**config.mk**
```make
export PLATFORM = sky130hd
export DESIGN_NAME = clap_sequencer
export DESIGN_NICKNAME = d
export VERILOG_FILES = /design/src/rtl/clap_sequencer.sv
export SDC_FILE = /design/constraint.sdc
export NUM_CORES = 1
export LEC_CHECK = 0
export ABC_AREA = 1
export BUFFER_PORTS_ARGS = -buffer_cell sky130_fd_sc_hd__buf_2
export CAP_MARGIN = 15
export CORE_UTILIZATION = 31
export DETAILED_ROUTE_END_ITERATION = 10
export PLACE_DENSITY = 0.54
export SLEW_MARGIN = 10
export SYNTH_ARGS = -nofsm -noshare
export SYNTH_HDL_FRONTEND = slang
export SYNTH_SLANG_ARGS = --single-unit
```
**constraint.sdc**
```tcl
create_clock -name clk -period 1.65 [get_ports clk]
set_input_delay 0.0825 -clock clk [delete_from_list [all_inputs] [get_ports clk]]
set_output_delay 0.0825 -clock clk [all_outputs]
set_load 0.02 [all_outputs]
```
**src/rtl/clap_sequencer.sv**
```systemverilog
// Clap detector/sequencer: threshold with hysteresis, refractory holdoff, silence-closed sequences.
// Define CLAP_SEQ_ACCUM_EN to make countDisplay a running clap total instead of the last sequence length.
module clap_sequencer #(
  parameter logic [15:0] THRESH      = 16'h8000,
  parameter logic [15:0] RELEASE     = 16'h4000,
  parameter int          REFRACT_CYC = 1000,
  parameter int          WINDOW_CYC  = 50000
) (
  input  logic        clk,
  input  logic        rst,
  input  logic [15:0] fftInDataAbs,
  input  logic        fftValid,
  output logic        clapPulse,
  output logic        seqDone,
  output logic [3:0]  seqCount,
  output logic        busy,
  output logic [3:0]  countDisplay
);

  localparam int MAX_CYC = (REFRACT_CYC > WINDOW_CYC) ? REFRACT_CYC : WINDOW_CYC;
  localparam int TW      = $clog2(MAX_CYC + 1);
  localparam logic [TW-1:0] REFRACT_LOAD = TW'(REFRACT_CYC - 1);
  localparam logic [TW-1:0] WINDOW_LOAD  = TW'(WINDOW_CYC - 1);

  typedef enum logic [2:0] {
    S_IDLE    = 3'd0,
    S_HIGH    = 3'd1,
    S_REFRACT = 3'd2,
    S_GAP     = 3'd3,
    S_DONE    = 3'd4
  } state_t;

  state_t        state_q, state_d;
  logic [TW-1:0] timer_q, timer_d;
  logic [3:0]    count_q, count_d;
  logic [3:0]    seq_count_q, seq_count_d;
  logic [3:0]    disp_q, disp_d;
  logic          armed_q, armed_d;
  logic          clap_q, clap_d;
  logic          done_q, done_d;
  logic          hit, quiet;

  assign hit   = fftValid && (fftInDataAbs >= THRESH);
  assign quiet = fftValid && (fftInDataAbs < RELEASE);

  always_comb begin
    state_d     = state_q;
    timer_d     = (timer_q == '0) ? '0 : timer_q - TW'(1);
    count_d     = count_q;
    seq_count_d = seq_count_q;
    disp_d      = disp_q;
    // armed drops only on a stuck-high timeout and returns with the next quiet sample
    armed_d     = armed_q | quiet;
    clap_d      = 1'b0;
    done_d      = 1'b0;
    case (state_q)
      S_IDLE: begin
        if (hit && armed_q) begin
          state_d = S_HIGH;
          count_d = 4'd1;
          clap_d  = 1'b1;
          timer_d = WINDOW_LOAD;
        end
      end
      S_HIGH: begin
        if (quiet) begin
          state_d = S_REFRACT;
          timer_d = REFRACT_LOAD;
        end else if (timer_q == '0) begin
          state_d = S_DONE;
          armed_d = 1'b0;
        end
      end
      S_REFRACT: begin
        if (timer_q == '0) begin
          state_d = S_GAP;
          timer_d = WINDOW_LOAD;
        end
      end
      S_GAP: begin
        if (hit) begin
          state_d = S_HIGH;
          clap_d  = 1'b1;
          count_d = (count_q == 4'd15) ? 4'd15 : count_q + 4'd1;
          timer_d = WINDOW_LOAD;
        end else if (timer_q == '0) begin
          state_d = S_DONE;
        end
      end
      S_DONE: begin
        state_d     = S_IDLE;
        done_d      = 1'b1;
        seq_count_d = count_q;
        count_d     = 4'd0;
      end
      default: state_d = S_IDLE;
    endcase
`ifdef CLAP_SEQ_ACCUM_EN
    if (clap_d) disp_d = disp_q + 4'd1;
`else
    if (done_d) disp_d = count_q;
`endif
  end

  always_ff @(posedge clk or posedge rst) begin
    if (rst) begin
      state_q     <= S_IDLE;
      timer_q     <= '0;
      count_q     <= 4'd0;
      seq_count_q <= 4'd0;
      disp_q      <= 4'd0;
      armed_q     <= 1'b1;
      clap_q      <= 1'b0;
      done_q      <= 1'b0;
    end else begin
      state_q     <= state_d;
      timer_q     <= timer_d;
      count_q     <= count_d;
      seq_count_q <= seq_count_d;
      disp_q      <= disp_d;
      armed_q     <= armed_d;
      clap_q      <= clap_d;
      done_q      <= done_d;
    end
  end

  assign clapPulse    = clap_q;
  assign seqDone      = done_q;
  assign seqCount     = seq_count_q;
  assign busy         = (state_q != S_IDLE);
  assign countDisplay = disp_q;

endmodule
```
Word level (Yosys, flattened, before mapping). Cells that the tools add are included. Widths: inputs -> output; s select.

Bits in registers: 34. Input bits: 19. Output and inout bits: 11.

Muxes and demuxes: 23. Order comparisons: 2. Reduce and logical (&&, ||, !) cells: 9. Bitwise gates (word level): 1. $add $sub $neg: 2. Equal/unequal tests: 8.

Operators with widths (number): $mux 16 (5); $pmux 16 s4 (1); $ge 16x16->1 const B (1); $logic_not 16->1 (1); $lt 16x15->1 const B (1); $sub 16x1->16 const B (1); $mux 3 (5); $mux 4 (3); $pmux 3 s4 (1); $pmux 4 s3 (1); $eq 3x2->1 const B (2); $mux 1 (6); $ne 2x2->1 const B (3); $reduce_bool 3->1 (2); $add 4x1->4 const B (1); $eq 4x4->1 const B (1); $eq 3x1->1 const B (1); $eq 3x3->1 const B (1); $logic_and 1x1->1 (3); $logic_not 3->1 (1); $reduce_and 3->1 (1); $pmux 1 s2 (1); $reduce_and 2->1 (1); $or 1x1->1 (1).

Depth between registers and ports, before layout.
Depth in word-level cells: 6. Mapped depth: 10.

Worst setup path after synthesis. Ideal clock, no wire load.

Path kind: register to register. From: register timer_q[0]. To: register timer_q[15]. Data arrival time: 1.265 ns. Setup time: 0.118 ns. Slack: 0.267 ns. Clock period less this slack: 1.383 ns. Cell stages (with the launch flop): 11. Buffers on the path: 0. Required time: 1.532 ns. Cells stage by stage: dfrtp_1 > inv_1 > ha_1 > inv_1 > nor2_1 > nand2_1 > nor2_1 > nand3_1 > nand2_1 > nand3b_1 > nand2_1.

Word-level cells in the longest chain between the ends: 4. Elaborated cells between the ends (all ways): 8. Classes of those cells: 1 x add/sub; 6 x mux; 1 x reduce/logical.

RTL lines: start, declared (line 34) `logic [TW-1:0] timer_q, timer_d;`; start signal, assigned (line 117) `timer_q <= timer_d;`; $sub 16x1->16 / $logic_not 16->1 (equally long branches) (line 48, 75); $mux 16 (line 48) `timer_d = (timer_q == '0) ? '0 : timer_q - TW'(1);`; $mux 16, on equally long branches; $pmux 16 s4 (*) (line 56) `case (state_q)`; named net timer_d[15] (line 34).

Mark *: on every way through the listed nets, which the timed path passes. The rest lies on a longest branch. A chain may end at the register's enable or synchronous reset.

Worst setup path after layout.
From: register timer_q[0]. To: register timer_q[10].

Same word-level chain as after synthesis.

==> flow_summary.toml <==
[outcome]
outcome = "finished, final reports clean"

[placement]
io_buffer_count = 15
dpl.hpwl_um = 2770
cell_count_after_placement = 317
gp_routability_congestion = 0.809

[clocking]
clkLatencyLatePin_ns = 0.28
longest_clk_path_bufs = 2
tritoncts = "built"
clock_sinks = 30
cts_root_buffer = "sky130_fd_sc_hd__clkbuf_8"
cts-buffers-inserted = 5
cts-htree-levels = 2
worst_setup_hold_path_clk_slew_ns = 0.07

[sta]
final-hold-violation-count = 0
maxSlewHeadroom_pct = 73.7
post-route-min-period_ns = 1.55
worst_pin_slew_ns = 0.393
final-max-slew-violation-count = 0
hold-worst-slack_ns = 0.133
period_share_pct = 93.9
timing.fmax_mhz = 646
timing.clock.skew_ns = 0.00792
report.final.setup_viol = 0

[yosys]
synth.avg_cell_area_um2 = 7.66
yosys_warnings = 0
seq_area_frac_synth_pct = 42.7
postSynthRegisterBits = 30
netlist_instances = 230
netlist_area_before_placement_um2 = 1760
synth.net_count = 252
synth.lib_cells_used.distinct = 26

[die]
top_level_port_count = 30
design.die.area_um2 = 5990
num_rows = 27
placeableCoreArea_um2 = 5510
chipHeight_um = 77.4
initial_utilization_pct = 32.0
chipWidth_um = 77.4

[power]
static-leakage-power_nw = 1.04
switching_power_w = 0.00116
power_density_relative_to_cell_area_nw_per_um2 = 1380
part_of_the_power_in_the_clock_network_pct = 25.7
ir_drop_worst_case_vdd_v = 0.000672
p_sw_share_pct = 39.1
seq_power_share_pct = 36.2
comb_power_share_pct = 38.0
p_int_w = 0.00180

[cells_and_area]
most-common-layout-cells = "49 x sky130_fd_sc_hd__nand2_1, 29 x sky130_fd_sc_hd__dfrtp_1, 27 x sky130_fd_sc_hd__inv_1"
flow.area_growth_from_synthesis_pct = 21.4
mostFrequentLayoutCell = "sky130_fd_sc_hd__nand2_1"
post_route_cells_drive_above_1_share_pct = 26.0
nets = 276
layout.core_utilization_pct = 38.9
num_antenna_cells = 0
stdcell_count = 326

[worst_setup_path]
reg2reg_to = "timer_q[10]"
wp_data_required_ns = 1.83
critical_path.endpoint_type = "flip-flop"
worstRegToRegCells = 8
crit-reg2reg-launch = "timer_q[0]"
highest_net_fanout_along_the_worst_path = 6
worstSetupStartpointType = "flip-flop"
timing.critical_path.arrival_ns = 1.73
setup.worst_path.class = "reg2reg"
ff2ff_setup_slack_ns = 0.10

[detailed_routing]
routed_via_density = 4.50
mean_routed_wirelength_per_cell_um = 11.6
route.vias.total = 1467
ant_nets = 0
detailedRoute.firstPassIterationCount = 4
first_iter_violations = 73
drc = 0
finalWirelength_um = 3770

[global_route]
via_count_of_the_first_global_routing_pass = 1408
grt_max_degree = 31
overflow = 0
grt_usage_pct = 13.5
grt_pass1_wl_um = 6200
antenna_found_initial = 0

[worst_hold_path]
min-delay-start = "fftInDataAbs[14]"
hold_class = "in2reg"
worst_hold_path.num_cells = 4
hold_path_end = "armed_q"

[flow_run]
max_cap_viol_count = 0
[Yosys cell counts, drive strengths merged]
| cell | n | area, um2 |
|---|---|---|
| nor2 | 38 | 193 |
| o22ai | 1 | 6.26 |
| xor2 | 6 | 52.6 |
| dfrtp | 29 | 726 |
| xnor2 | 2 | 17.5 |
| a21oi | 8 | 62.6 |
| nand3b | 3 | 22.5 |
| nor3 | 3 | 20.0 |
| ha | 3 | 37.5 |
| a31oi | 1 | 6.26 |
| buf | 4 | 30.0 |
| nand4 | 3 | 18.8 |
| inv | 34 | 128 |
| dfstp | 1 | 26.3 |
| or2 | 1 | 6.26 |
| nand3 | 12 | 60.1 |
| nand2 | 58 | 235 |
| o21ai | 23 | 115 |
[cell type report]
cell class              count  area (um2)
flip-flops and latches     30         752
fillers                   568        3370
inverters                  34         128
clock inverters             1        30.0
repair buffers             21         126
clock buffers               6        82.6
well taps                  72        90.1
multi-input cells         162         931
[power groups by stage]
stage / sequential [W] / combinational [W] / clock (W)
4_1_cts: 0.00107 / 0.00105 / 0.000786
5_1_grt: 0.00109 / 0.00128 / 0.000820
3_5_place_dp: 0.00108 / 0.00104 / 0
6_report: 0.00107 / 0.00113 / 0.000762
2_1_floorplan: 0.00105 / 0.000799 / 0
3_3_place_gp: 0.00108 / 0.00104 / 0
[worst max path at each step]
stage,depth (start not counted),endpoint,slack [ns],from
floorplan,10,timer_q[15],0.27,timer_q[0]
global placement,11,timer_q[2],0.08,timer_q[0]
detailed placement,11,timer_q[1],0.08,timer_q[0]
CTS,11,timer_q[1],0.07,timer_q[0]
global route,7,timer_q[15],-0.03,timer_q[13]
finish,8,timer_q[10],0.10,timer_q[0]
[state kept, by name, indices dropped and copies added (netlist names)]
| name | flops |
|---|---|
| seqCount | 4 |
| state_q | 3 |
| clapPulse | 1 |
| seqDone | 1 |
| count_q | 4 |
| armed_q | 1 |
| timer_q | 16 |
[through the flow]
stage | power (W) | TNS (ns) | area, um2 | worst slack, ns
after floorplan | 0.00185 | 0 | 1760 | 0.267
after CTS | 0.00290 | 0 | 2050 | 0.0665
after global placement | 0.00212 | 0 | 1930 | 0.0839
after detailed placement | 0.00212 | 0 | 1930 | 0.0794
after global routing | 0.00318 | -0.0269 | 2140 | -0.0260
final | 0.00296 | 0 | 2140 | 0.101
[worst max-delay path, cell delays in order, from the launching register on]
cell and delay [ns]:
sky130_fd_sc_hd__dfrtp_1 0.39, sky130_fd_sc_hd__inv_2 0.08, sky130_fd_sc_hd__buf_4 0.11, sky130_fd_sc_hd__ha_1 0.19, sky130_fd_sc_hd__nand2_2 0.13, sky130_fd_sc_hd__nor3_2 0.20, sky130_fd_sc_hd__nand3_1 0.13, sky130_fd_sc_hd__xor2_1 0.15
sky130_fd_sc_hd__nor2_1 0.05
[logic make-up (layout without fill, tap and decap cells)]
logic type / count (synthesis) / after routing / share of synthesized area, %
xor gates and xnor gates: 8 / 8 / 3.97
adders and majority gates: 3 / 3 / 2.13
and+or+nand+nor: 118 / 118 / 31.5
DFF: 30 / 30 / 42.7
buffers and inverters: 38 / 62 / 8.94
AOI/OAI and AO/OA: 33 / 33 / 10.8
[routing by layer]
metal,global-route usage (%),vias up,share of wire [%]
met5,0,-,0
met4,5.85,0,1.7
met3,3.18,7,2.2
met2,21.4,14,48
met1,17.3,679,49
li1,-,767,-
[repair_timing]
action                                  4_1_cts  5_1_grt
hold buffers                                  1        0
hold endpoints to repair                     29        0
endpoints found under the setup margin        0       18
setup buffers                                 0        1
resized for setup                             0       25
No activity file was read; power rests on OpenSTA's default activity.
